$ cat src/rtl/aesl_deadlock_confirm_unit.sv
// Confirms a dataflow deadlock by requiring one origin process's suspect flag to persist.
// Optional macro AESL_DL_TRANS_CHECK_EN rejects confirmations with no pending transactions.
module aesl_deadlock_confirm_unit #(
  parameter int unsigned PROC_NUM       = 2,
  parameter int unsigned CONFIRM_CYCLES = 8,
  parameter int unsigned CNT_W          = 16,
  parameter int unsigned IDX_W          = 1
) (
  input  logic                dl_clock,
  input  logic                dl_reset,
  input  logic [PROC_NUM-1:0] dl_in_vec,
  input  logic                all_finish,
  input  logic [CNT_W-1:0]    trans_in_cnt,
  input  logic [CNT_W-1:0]    trans_out_cnt,
  output logic [PROC_NUM-1:0] origin,
  output logic                token_clear,
  output logic                dl_detect_out,
  output logic                dl_report_vld,
  output logic [IDX_W-1:0]    dl_report_proc,
  output logic [CNT_W-1:0]    dl_pending_trans
);

  localparam int unsigned PCNT_W = $clog2(CONFIRM_CYCLES) + 1;

  typedef enum logic [1:0] {
    S_IDLE,
    S_CONFIRM,
    S_CLEAR,
    S_DETECTED
  } state_e;

  state_e              state_q;
  logic [PCNT_W-1:0]   cnt_q;
  logic [PROC_NUM-1:0] origin_q;
  logic [IDX_W-1:0]    origin_idx_q;
  logic                token_clear_q;
  logic                detect_q;
  logic                report_vld_q;
  logic [IDX_W-1:0]    report_proc_q;
  logic [CNT_W-1:0]    pending_q;

  logic [PROC_NUM-1:0] susp_c;
  logic [PROC_NUM-1:0] first_c;
  logic [IDX_W-1:0]    first_idx_c;
  logic [CNT_W-1:0]    pending_c;
  logic                pend_ok_c;

  assign susp_c  = dl_in_vec & ~{PROC_NUM{all_finish}};
  // Two's-complement trick isolates the lowest set suspect bit.
  assign first_c = susp_c & (~susp_c + PROC_NUM'(1));

  always_comb begin
    logic found;
    found       = 1'b0;
    first_idx_c = '0;
    for (int i = 0; i < PROC_NUM; i++) begin
      if (susp_c[i] && !found) begin
        first_idx_c = IDX_W'(i);
        found       = 1'b1;
      end
    end
  end

`ifdef AESL_DL_TRANS_CHECK_EN
  assign pending_c = trans_in_cnt - trans_out_cnt;
  assign pend_ok_c = (pending_c != '0);
`else
  logic unused_trans;
  assign unused_trans = ^{trans_in_cnt, trans_out_cnt};
  assign pending_c    = '0;
  assign pend_ok_c    = 1'b1;
`endif

  always_ff @(posedge dl_clock) begin
    if (dl_reset) begin
      state_q       <= S_IDLE;
      cnt_q         <= '0;
      origin_q      <= '0;
      origin_idx_q  <= '0;
      token_clear_q <= 1'b0;
      detect_q      <= 1'b0;
      report_vld_q  <= 1'b0;
      report_proc_q <= '0;
      pending_q     <= '0;
    end else begin
      token_clear_q <= 1'b0;
      report_vld_q  <= 1'b0;
      case (state_q)
        S_IDLE: begin
          if (|susp_c) begin
            origin_q     <= first_c;
            origin_idx_q <= first_idx_c;
            cnt_q        <= '0;
            state_q      <= S_CONFIRM;
          end
        end
        S_CONFIRM: begin
          // Only the chosen origin's flag matters; a drop is a false alarm.
          if ((susp_c & origin_q) == '0) begin
            origin_q      <= '0;
            token_clear_q <= 1'b1;
            state_q       <= S_CLEAR;
          end else if (cnt_q == PCNT_W'(CONFIRM_CYCLES - 1)) begin
            if (pend_ok_c) begin
              state_q       <= S_DETECTED;
              detect_q      <= 1'b1;
              report_vld_q  <= 1'b1;
              report_proc_q <= origin_idx_q;
              pending_q     <= pending_c;
            end else begin
              origin_q      <= '0;
              token_clear_q <= 1'b1;
              state_q       <= S_CLEAR;
            end
          end else begin
            cnt_q <= cnt_q + PCNT_W'(1);
          end
        end
        S_CLEAR: state_q <= S_IDLE;
        default: ;
      endcase
    end
  end

  assign origin           = origin_q;
  assign token_clear      = token_clear_q;
  assign dl_detect_out    = detect_q;
  assign dl_report_vld    = report_vld_q;
  assign dl_report_proc   = report_proc_q;
  assign dl_pending_trans = pending_q;

endmodule

$ cat config.mk
export PLATFORM = sky130hd
export DESIGN_NAME = aesl_deadlock_confirm_unit
export DESIGN_NICKNAME = d
export VERILOG_FILES = /design/src/rtl/aesl_deadlock_confirm_unit.sv
export SDC_FILE = /design/constraint.sdc
export NUM_CORES = 1
export LEC_CHECK = 0
export ABC_CLOCK_PERIOD_IN_PS = 4510
export CAP_MARGIN = 10
export CORE_UTILIZATION = 33
export DETAILED_ROUTE_END_ITERATION = 8
export PLACE_DENSITY = 0.8
export SLEW_MARGIN = 15
export SYNTH_ARGS = -nofsm -noshare
export SYNTH_HDL_FRONTEND = slang
export SYNTH_SLANG_ARGS = --single-unit
$ cat constraint.sdc
create_clock -name dl_clock -period 4.51 [get_ports dl_clock]
set_clock_uncertainty 0.15 [all_clocks]
set_input_delay 0.902 -clock dl_clock [delete_from_list [all_inputs] [get_ports dl_clock]]
set_output_delay 0.902 -clock dl_clock [all_outputs]
set_load 0.05 [all_outputs]
==> impl_summary.md, run 1 <==
Setup path
The critical path is of the flop to primary output type. STA classifies the critical path endpoint as a primary output. Walking the worst path, the cells encountered are clkdlybuf4s50_1.

The number of buffer and inverter stages on the critical path is 1. The required arrival time at the worst endpoint is 3.46 ns. For this run, the slowest stage of the critical path takes 0.82 ns.

The critical path's top delay family is buffers and inverters. The critical path data arrival time is 1.46 ns. STA classifies the critical path startpoint as a flop.

In this run the worst path has a maximum fanout of 4. The critical path's slowest cell is sky130_fd_sc_hd__clkdlybuf4s50_1.

Layout
0 antenna diodes ended up in the layout. The synthesis-to-finish area growth is 13.4%. Cells fill 40.1% of the core in the end. Cells with a size suffix above 1 make up 7.87% of the layout.

At the end of the flow, the number of nets in the layout was 128. The layout has 221 filler cells. Leaving out filler cells and counting taps, the final layout contains 116.

Detailed routing
After detailed routing, the number of remaining DRC violations is 0. The overall via count from detail_route is 539. The final layout contains routed wiring with a total length of 1120 microns.

The number of iterations in the first detailed-routing pass is 4. The detailed router finished its first iteration with 9 violations. The routed length per placed instance is 9.66 microns. The detail route stage leaves a number of antenna-violating nets equal to 0. The ratio of routed vias to standard cells is 4.65.

Synthesis
The top-area cell type share of the netlist area is 37.5%. Yosys printed 0 warnings. The total of flip-flops plus latches after synthesis is 13.

Of all cell types, the one taking the most synthesized area is sky130_fd_sc_hd__dfxtp_1. Each instance of the synthesized netlist takes up on average 9.00 sq um. The cell count after synthesis came out at 77. The count of different cell masters after synthesis is 28. By area the synthesized netlist is led by sky130_fd_sc_hd__dfxtp_1 (38%), sky130_fd_sc_hd__buf_4 (17%), sky130_fd_sc_hd__nand3_1 (5.1%).

Sequential cells were found to cover 37.5% of the synthesized design area. The mapped netlist covers 693 sq um.

Clock network
TritonCTS created 3 clock buffers. The number of buffers inserted for hold repair after clock tree synthesis is 0. The clock tree root buffer cell is sky130_fd_sc_hd__clkbuf_4. The worst-skew pair later-pin latency is 0.27 ns. The CTS tree is done.

Clock-pin slew was measured on the worst setup and hold paths at 0.08 ns. The clock drives 13 sinks. The total number of H-tree levels is 1. Post-CTS repair changed the size of 0 cells.

The number of buffers inserted to repair setup after CTS is 0. The maximum root-to-sink buffer count is 2.

Timing
The number of hold-slack violations in the final timing report was 0. The number of max-slew violations in the final report is 0. The upper clock frequency limit is 398 MHz. In the finished design, the share of the clock period the worst path needs comes to 55.8%. The routed design could run at a clock period as short as 2.51 ns. Setup slack closes at 2.00 ns.

The total setup violations reported at the end of the flow is 0. Setup repair after global routing left no endpoint under its margin. The sum of negative setup slack is 0 ns.

GRT
The met3 track demand over resource in global routing is 2.26%. Global routing used 11.6% of the available met1 tracks. Global routing used 15.4% of the available met2 tracks.

The number of antenna violations at the first check in global routing is 0. The pin count of the biggest net entering global routing is 15. The via count of the first global-routing pass is 394. The residual overflow from global routing is 0. The wire length of the first global-routing pass is 1530 microns. Across every metal layer, demand over resource in global routing totals 9.73%. The layer flagged by global routing as most heavily used is met2.

Place
The instance count after placement with tap cells included is 112. The HPWL after detailed placement is 860 microns. Prior to clock tree synthesis, the placed netlist has a worst setup slack of 1.86 ns. In this run the tool buffered the top-level ports with 10 buffer cells.

At the end of routability-driven placement, the weighted congestion stood at 0.741.

Power and ir drop
The share of power burned in combinational logic is 21.8%. The power share of the sequential group is 49.0%. Summed over all cells, the static leakage comes to 0.337 nW.

Power spread over the standard cell area amounts to 310 nW/um^2. The internal power consumption is 0.161 mW. The worst-case IR drop observed on VDD is 0.149 mV. The switching share of total power is 33.9%. Of the total power, the clock network draws 29.2%. Summed over all nets, the switching power comes to 0.0826 mW.

Die
During I/O placement, the number of pins put on the boundary was 59. The initial utilization of the core area, before any placement, comes to 35.3%. The area of the die is 2290 sq um. The height of the die is 47.8 microns. The core region is 1960 sq um. The number of placement rows is 16. In this run the horizontal extent of the chip is 47.8 microns.

Job
The number of maximum-capacitance constraint violations is 0.

Status
The flow ran to the end, and the final reports show no timing, DRC or antenna violations.

Worst hold path
The worst min-delay path category is flop to flop.
==> metrics by stage <==
| step | hold slack (ns) | area [sq um] | power (mW) |
|---|---|---|---|
| final | 0.301 | 786 | 0.243 |
| after global routing | 0.330 | 786 | 0.252 |
| after global placement | 0.288 | 759 | 0.174 |
| after floorplan | 0.286 | 749 | 0.176 |
| after CTS | 0.306 | 786 | 0.243 |
| after detailed placement | 0.294 | 759 | 0.175 |
==> final cells by class <==
type                            count  area (sq um)  area share [%]
Clock buffer                        4          26.3            3.34
Inverter                            1          3.75           0.478
Multi-Input combinational cell     61           362            46.0
Sequential cell                    13           260            33.1
Tap cell                           27          33.8            4.30
Timing Repair Buffer               10           100            12.7
==> placed cells by master, fill, tap and decap left out, types with 2 or more instances in the layout <==
| cell type | n |
|---|---|
| sky130_fd_sc_hd__and3b_1 | 2 |
| sky130_fd_sc_hd__nor2_1 | 7 |
| sky130_fd_sc_hd__a21oi_1 | 5 |
| sky130_fd_sc_hd__o21ai_0 | 2 |
| sky130_fd_sc_hd__clkbuf_4 | 3 |
| sky130_fd_sc_hd__nand2b_1 | 2 |
| sky130_fd_sc_hd__dfxtp_1 | 13 |
| sky130_fd_sc_hd__conb_1 | 16 |
| sky130_fd_sc_hd__nand2_1 | 2 |
| sky130_fd_sc_hd__o31ai_1 | 2 |
| sky130_fd_sc_hd__a32oi_1 | 2 |
| sky130_fd_sc_hd__clkdlybuf4s50_1 | 10 |
| sky130_fd_sc_hd__nand3_1 | 7 |
==> power by group through the flow <==
stage	sequential [mW]	combinational [mW]	clock (mW)
floorplan	0.126	0.0498	0
global placement	0.122	0.0524	0
detailed placement	0.122	0.0528	0
CTS	0.119	0.0528	0.0708
global route	0.120	0.0565	0.0760
finish	0.119	0.0530	0.0710
==> synth_stat cells (all sizes together) <==
master,instances
nand3,7
buf,16
and3b,2
dfxtp,13
nand4b,1
nand2b,2
a31oi,1
o21ai,3
nand3b,1
clkbuf,1
nand2,2
and3,1
conb,1
nor2b,1
o31ai,2
nor2,7
o21ba,1
mux2i,1
nor3b,1
inv,1
a22oi,1
nor3,1
or3,1
a21oi,5
ha,1
a32oi,2
a22o,1
==> per-layer routing <==
| metal | vias to the layer above | share of wire, % |
|---|---|---|
| met5 | - | 0 |
| met4 | 0 | 0 |
| met3 | 0 | 6.3 |
| met2 | 28 | 50 |
| met1 | 244 | 44 |
| li1 | 267 | - |
==> flip-flops by register name, indices dropped and copies added, names as in the netlist <==
name,count
cnt_q,4
origin,2
state_q,2
dl_detect_out,1
dl_report_proc,1
dl_report_vld,1
origin_idx_q,1
token_clear,1
==> cell families (layout without fill, tap and decap cells) <==
family                   count (synthesis)  in the layout  share of synthesized area [%]
AND/OR/NAND/NOR                         27             27                           24.6
buffers and inverters                   18             15                           18.4
AO/OA/AOI/OAI                           16             16                           15.7
flip-flops                              13             13                           37.5
adder cells (fa/ha/maj)                  1              1                           1.80
other                                    1             16                          0.541
multiplexers                             1              1                           1.44
==> path summary, 6_finish.rpt <==
kind / slack (ns) / end / startpoint / cells after the start
hold reg to reg: 0.30 / dl_detect_out$_SDFFE_PP0P_ / dl_detect_out$_SDFFE_PP0P_ / 2
setup / recovery: 2.00 / origin[1] / origin[1]$_SDFFE_PP0P_ / 1
hold / removal: 0.30 / dl_detect_out$_SDFFE_PP0P_ / dl_detect_out$_SDFFE_PP0P_ / 2
setup reg to reg: 2.81 / cnt_q[3]$_SDFFE_PP0P_ / cnt_q[0]$_SDFFE_PP0P_ / 5
==> worst register-to-register path: stages, from the launching register on <==
cell and delay (ns):
sky130_fd_sc_hd__dfxtp_1 0.34, sky130_fd_sc_hd__ha_1 0.24, sky130_fd_sc_hd__and3b_1 0.21, sky130_fd_sc_hd__nand3b_4 0.19, sky130_fd_sc_hd__or3_1 0.35, sky130_fd_sc_hd__a31oi_1 0.15
No activity file was read; power rests on OpenSTA's default activity.
==> run 2, diff against run 1 <==
ABC_CLOCK_PERIOD_IN_PS = 2350   (was 4510)
CORE_UTILIZATION = 31   (was 33)
PLACE_DENSITY = 0.76   (was 0.8)
clock period = 2.35 ns   (was 4.51 ns; I/O delays follow)
==> impl_summary.md, run 2 (synthesis gave the netlist of run 1 again) <==
Status
The flow ran to the end, and the final reports show no timing, DRC or antenna violations.

Place
The placer congestion estimate came to 0.727 (-1.9%). The HPWL after detailed placement is 837 microns (-2.7%). The worst slack at placement came to 0.152 ns (-1.71 ns). The number of port buffers is 10 (unchanged). The placed instance area is 767 sq um (+0.99%).

Setup path
The number of buffer and inverter stages on the critical path came to 1 (unchanged). Walking the worst path, the cells encountered are clkdlybuf4s50_1. The kind of end point of the critical path is a primary output. The nature of the critical path startpoint is a flop. The critical path data arrival time is 1.48 ns (+0.02 ns). The biggest cell delay along the critical path is 0.82 ns (about the same). The logic depth of the worst register-to-register path is 5 (unchanged). The maximum fanout along the worst path is 4 (unchanged). The slowest stage of the critical path is the sky130_fd_sc_hd__clkdlybuf4s50_1 cell. The setup path with the least slack is of type flop to primary output. The worst register-to-register path begins at cnt_q[0]$_SDFFE_PP0P_. The required arrival time at the worst endpoint is 1.73 ns (-1.73 ns). The worst-case register-to-register setup slack is 0.67 ns (-2.14 ns). The critical path starts at origin[1]$_SDFFE_PP0P_. The reg-to-reg endpoint is cnt_q[3]$_SDFFE_PP0P_. The critical path depth came to 1 (unchanged). Among cell families on the critical path, the largest total delay comes from buffers and inverters.

Timing
The number of hold-slack violations in the final timing report is 0 (unchanged). Static timing analysis puts the maximum clock frequency at 475 MHz. The sum of negative setup slack is 0 ns (unchanged). Counting I/O delays and the setup requirement, the final critical path takes 2.10 ns.

Setup repair after global routing left no endpoint under its margin. The final critical path takes up 89.6% of the cycle. The worst pin sits at a relative slew slack of 66.8%. The number of max-slew violations in the final report is 0 (unchanged).

The smallest setup slack after layout is 0.246 ns (-1.75 ns). For the pin with the worst max-slew slack, the measured transition is 0.496 ns. The total setup violations reported at the end of the flow is 0 (unchanged).

Detailed routing
The starting DRC count in detailed routing is 2 (-7). The number of iterations in the first detailed-routing pass was 4 (unchanged). The number of remaining DRC errors is 0 (unchanged).

The routed length per placed instance is 9.60 microns (-0.59%). The count of antenna-violating nets left after detailed routing is 0 (unchanged). The total detailed-routing wirelength is 1120 microns (+0.27%). The ratio of routed vias to standard cells is 4.44 (-4.3%). The overall via count from detail_route is 520 (-3.5%).

GRT
The via count of the first global-routing pass is 478 (+21%). The residual overflow from global routing is 0 (unchanged). The pin count of the biggest net entering global routing came to 15 (unchanged). The number of antenna violations at the first check in global routing is 0 (unchanged). The overall global routing resource usage came to 10.6% (+0.82 points). The wire length of the first global-routing pass was 1930 microns (+26%).

Power and ir drop
The internal power consumption is 0.310 mW (+93%). The total power divided by cell area is 598 nW/um^2 (+93%). The leakage power figure is 0.342 nW (+1.3%). The switching share of total power is 34.6% (+0.64 points). The worst vdd rail ir drop is 0.268 mV (+80%). The power share of the sequential group is 48.3% (-0.7 points).

The net load switching power is 0.164 mW (+99%). The share of power burned in combinational logic is 21.9% (about the same). The post-route total power was 0.474 mW (+95%).

The share of power burned in the clock network is 29.8% (+0.6 points).

Clock network
The total clock buffers created by CTS is 3 (unchanged). The post-CTS resize count is 0 (unchanged). The number of clock sinks is 13 (unchanged).

The clock-pin slew reported for the worst setup and hold paths after clock tree synthesis is 0.08 ns (about the same). The number of buffers inserted for hold repair after clock tree synthesis is 0 (unchanged). The clock tree root buffer cell is sky130_fd_sc_hd__clkbuf_4.

The worst-skew pair later-pin latency came to 0.28 ns (about the same). The CTS tree is done. The number of buffers inserted to repair setup after CTS is 0 (unchanged). The total number of H-tree levels was 1 (unchanged). The maximum root-to-sink buffer count is 2 (unchanged).

Worst hold path
For hold timing, the worst endpoint is dl_detect_out$_SDFFE_PP0P_. The number of stages on the worst hold path is 2 (unchanged). The worst min-delay path category is flop to flop. The worst hold path begins at dl_detect_out$_SDFFE_PP0P_.

Layout
The number of filler instances in the final layout is 208 (-5.9%). The number of antenna cells inserted is 0 (unchanged). The fraction of the core area covered by cells at the end of the flow is 39.2% (-0.82 points). The flip-flop count of the largest register after layout is 4 (unchanged).

Ranked by flip-flop count, first place goes to cnt_q. The library cell used most frequently in the layout, excluding fill and tap cells, is sky130_fd_sc_hd__conb_1. The net count of the finished layout is 129 (+0.78%).

In the layout the commonest cells are sky130_fd_sc_hd__conb_1 (16), sky130_fd_sc_hd__dfxtp_1 (13), sky130_fd_sc_hd__clkdlybuf4s50_1 (10), sky130_fd_sc_hd__nand3_1 (7), sky130_fd_sc_hd__nor2_1 (7). The post-route cell area is 793 sq um (+0.96%). The share of final-layout standard cells stronger than drive strength 1 came to 8.89% (+1.0 points). The synthesis-to-finish area growth is 14.4%.

Die
The initial cell density of the core is 34.3% (-1.0 points). The height of the die is 49.3 microns (+3.0%). The area inside the core boundary came to 2020 sq um (+3.1%).

The area of the die came to 2430 sq um (+6.2%). The I/O pin total is 59 (unchanged). The number of placement rows is 16 (unchanged). The x dimension of the die is 49.3 microns (+3.0%).

Job
The number of maximum-capacitance constraint violations is 0 (unchanged).
[run 2: cell count changes in the layout (fill, tap and decap cells not counted)]
| cell | change |
|---|---|
| sky130_fd_sc_hd__buf_4 | +1 |
[run 2: worst reg2reg max path, delay by kind of cell (launching register included)]
kind | cells | cell delay, ns
adder cells (fa/ha/maj) | 1 | 0.23
flip-flops | 1 | 0.34
AND/OR/NAND/NOR | 3 | 0.74
AO/OA/AOI/OAI | 1 | 0.15
[run 2: cell type report]
class | count | area [sq um] | share of cell area [%]
sequential | 13 | 260 | 32.8
tap | 27 | 33.8 | 4.26
timing repair buffer | 11 | 108 | 13.6
inverter | 1 | 3.75 | 0.473
multi-input combinational | 61 | 362 | 45.6
clock buffer | 4 | 26.3 | 3.31
[run 2: per-layer routing]
layer | GRT usage, % | wire length [microns] | vias to the layer above
met5 | 0 | 0 | -
met4 | 4.41 | 0 | 0
met3 | 4.67 | 75 | 0
met2 | 18.0 | 526 | 23
met1 | 11.1 | 521 | 230
li1 | - | - | 267
[run 2: worst max-delay path by stage]
stage	slack [ns]	endpoint
6_report	0.25	origin[1]
5_1_grt	0.20	origin[1]
4_1_cts	0.24	origin[0]
3_5_place_dp	0.15	cnt_q[1]$_SDFFE_PP0P_
3_3_place_gp	0.18	cnt_q[1]$_SDFFE_PP0P_
2_1_floorplan	0.59	cnt_q[3]$_SDFFE_PP0P_
[run 2: through the flow]
stage,cells,hold slack [ns]
2_1_floorplan,92,0.286
3_3_place_gp,113,0.287
3_5_place_dp,113,0.296
4_1_cts,117,0.309
5_1_grt,117,0.347
6_report,117,0.304
[run 2: power by group through the flow]
stage | registers (mW) | logic (mW) | clock network (mW)
2_1_floorplan | 0.241 | 0.0955 | 0
3_3_place_gp | 0.234 | 0.103 | 0
3_5_place_dp | 0.234 | 0.104 | 0
4_1_cts | 0.229 | 0.104 | 0.148
5_1_grt | 0.230 | 0.109 | 0.158
6_report | 0.229 | 0.104 | 0.141
==> run 3, diff against run 2 <==
GPL_TIMING_DRIVEN = 0   (was unset)
==> impl_summary.md, run 3 (synthesis gave the netlist of run 1 again) <==
Power and ir drop
The worst vdd rail ir drop is 0.353 mV (+32%). The total power divided by cell area is 540 nW/um^2 (-9.7%). The leakage power figure is 0.426 nW (+25%).

Clock network
The number of buffers inserted for hold repair after clock tree synthesis is 0 (unchanged). The number of clock sinks is 13 (unchanged). The clock tree root buffer cell is sky130_fd_sc_hd__clkbuf_4. The maximum root-to-sink buffer count is 2 (unchanged).

The number of buffers inserted to repair setup after CTS was 0 (unchanged). The post-CTS resize count was 0 (unchanged). The clock-pin slew reported for the worst setup and hold paths after clock tree synthesis is 0.08 ns (about the same).

The total number of H-tree levels is 1 (unchanged). The CTS tree is done. The worst-skew pair later-pin latency was 0.27 ns (about the same). The total clock buffers created by CTS was 3 (unchanged).

Setup path
The nature of the critical path startpoint is a flop. The kind of end point of the critical path is a primary output. Walking the worst path, the cells encountered are clkdlybuf4s50_1. The maximum fanout along the worst path is 4 (unchanged). The required arrival time at the worst endpoint came to 1.73 ns (about the same). The class of the most critical setup path is flop to primary output. The critical path data arrival time is 1.48 ns (about the same). The cell family contributing the most delay on the critical path is buffers and inverters. The critical path's slowest cell is sky130_fd_sc_hd__clkdlybuf4s50_1.

The number of buffer and inverter stages on the critical path is 1 (unchanged). The biggest cell delay along the critical path is 0.82 ns (about the same).

Layout
The flip-flop count of the largest register after layout is 4 (unchanged). The share of final-layout standard cells stronger than drive strength 1 is 21.7% (+13 points). The number of filler instances in the final layout came to 202 (-2.9%).

cnt_q holds more flip-flops than any other register. The library cells used most frequently in the layout, excluding fill and tap cells, are sky130_fd_sc_hd__buf_4 (16), sky130_fd_sc_hd__conb_1 (16), sky130_fd_sc_hd__dfxtp_1 (13), sky130_fd_sc_hd__clkdlybuf4s50_1 (10). The post-route cell area is 910 sq um (+15%). The net count of the finished layout is 145 (+12%). The number of standard cells in the final layout excluding fillers is 133 (+14%).

The synthesis-to-finish area growth is 31.2%. The flip-flop and latch area is 260 sq um (unchanged). The fraction of the core area covered by cells at the end of the flow came to 45.0% (+5.8 points). The number of antenna cells inserted is 0 (unchanged). The area used by multi-input combinational logic is 362 sq um (unchanged).

Timing
The share of the clock period used by the worst path after layout is 89.5% (about the same). The sum of negative setup slack came to 0 ns (unchanged). The number of hold-slack violations in the final timing report is 0 (unchanged). Setup repair after global routing left no endpoint under its margin. The worst hold slack is 0.309 ns (+0.00519 ns).

The number of max-slew violations in the final report is 0 (unchanged). The total setup violations reported at the end of the flow came to 0 (unchanged). The upper clock frequency limit is 475 MHz (about the same). The final period demand of the worst path is 2.10 ns (-0.00109 ns).

Die
The x dimension of the die was 49.3 microns (unchanged). The area of the die is 2430 sq um (unchanged). The number of placement rows was 16 (unchanged).

The I/O pin total is 59 (unchanged). The initial cell density of the core is 34.3% (unchanged). The height of the die is 49.3 microns (unchanged). The area inside the core boundary is 2020 sq um (unchanged).

Job
The number of maximum-capacitance constraint violations is 0 (unchanged).

Detailed routing
The ratio of routed vias to standard cells came to 4.23 (-4.9%). The number of iterations in the first detailed-routing pass is 3 (-1). The total detailed-routing wirelength is 1130 microns (+0.36%).

The number of remaining DRC errors is 0 (unchanged). The starting DRC count in detailed routing came to 12 (+10). The routed length per placed instance is 8.47 microns (-12%). The overall via count from detail_route is 562 (+8.1%). The count of antenna-violating nets left after detailed routing is 0 (unchanged).

GRT
The via count of the first global-routing pass is 504 (+5.4%). The overall global routing resource usage is 10.6% (+0.079 points). The pin count of the biggest net entering global routing is 11 (-4). The residual overflow from global routing is 0 (unchanged). The number of antenna violations at the first check in global routing is 0 (unchanged).

The wire length of the first global-routing pass is 2030 microns (+5.4%).

Worst hold path
The worst min-delay path category is flop to flop.

Status
The flow ran to the end, and the final reports show no timing, DRC or antenna violations.

Place
The number of port buffers is 10 (unchanged). The instance count after placement with tap cells included is 129 (+14%). The placed instance area came to 883 sq um (+15%). The HPWL after detailed placement is 888 microns (+6.1%). The placer congestion estimate is 0.731 (+0.50%).
-- run 3: changes by cell type in the layout (fill, tap and decap cells not counted) --
cell | before | now
sky130_fd_sc_hd__buf_4 | 1 | 16
sky130_fd_sc_hd__clkbuf_1 | 1 | 2
-- run 3: area by class of cell --
cell class / count / share of cell area (%)
plain buffers: 17 / 13.6
clock buffers: 4 / 2.89
inverters: 1 / 0.413
multi-input cells: 61 / 39.8
flip-flops and latches: 13 / 28.6
well taps: 27 / 3.71
repair buffers: 10 / 11.0
-- run 3: layer usage --
layer  up-vias  GRT usage, %  share of wire (%)
li1        299             -                  -
met1       240          11.6                 43
met2        23          19.2                 48
met3         0          3.74                8.9
met4         0          2.94                  0
met5         -             0                  0
-- run 3: worst paths after layout --
path	from	endpoint	slack [ns]	depth (start not counted)
setup / recovery	origin[0]$_SDFFE_PP0P_	origin[0]	0.25	1
setup reg to reg	cnt_q[0]$_SDFFE_PP0P_	cnt_q[3]$_SDFFE_PP0P_	0.66	5
hold / removal	dl_detect_out$_SDFFE_PP0P_	dl_detect_out$_SDFFE_PP0P_	0.31	2
hold reg to reg	dl_detect_out$_SDFFE_PP0P_	dl_detect_out$_SDFFE_PP0P_	0.31	2
-- run 3: power by group --
| group | internal [mW] | switching (mW) |
|---|---|---|
| sequential | 0.225 | 0.00416 |
| combinational | 0.0365 | 0.0870 |
| clock | 0.0658 | 0.0730 |
-- run 3: per-stage QoR --
| step | setup WS [ns] | power (mW) |
|---|---|---|
| after detailed placement | 0.151 | 0.357 |
| after floorplan | 0.588 | 0.337 |
| after global placement | 0.146 | 0.356 |
| final | 0.247 | 0.491 |
| after CTS | 0.246 | 0.493 |
| after global routing | 0.196 | 0.512 |
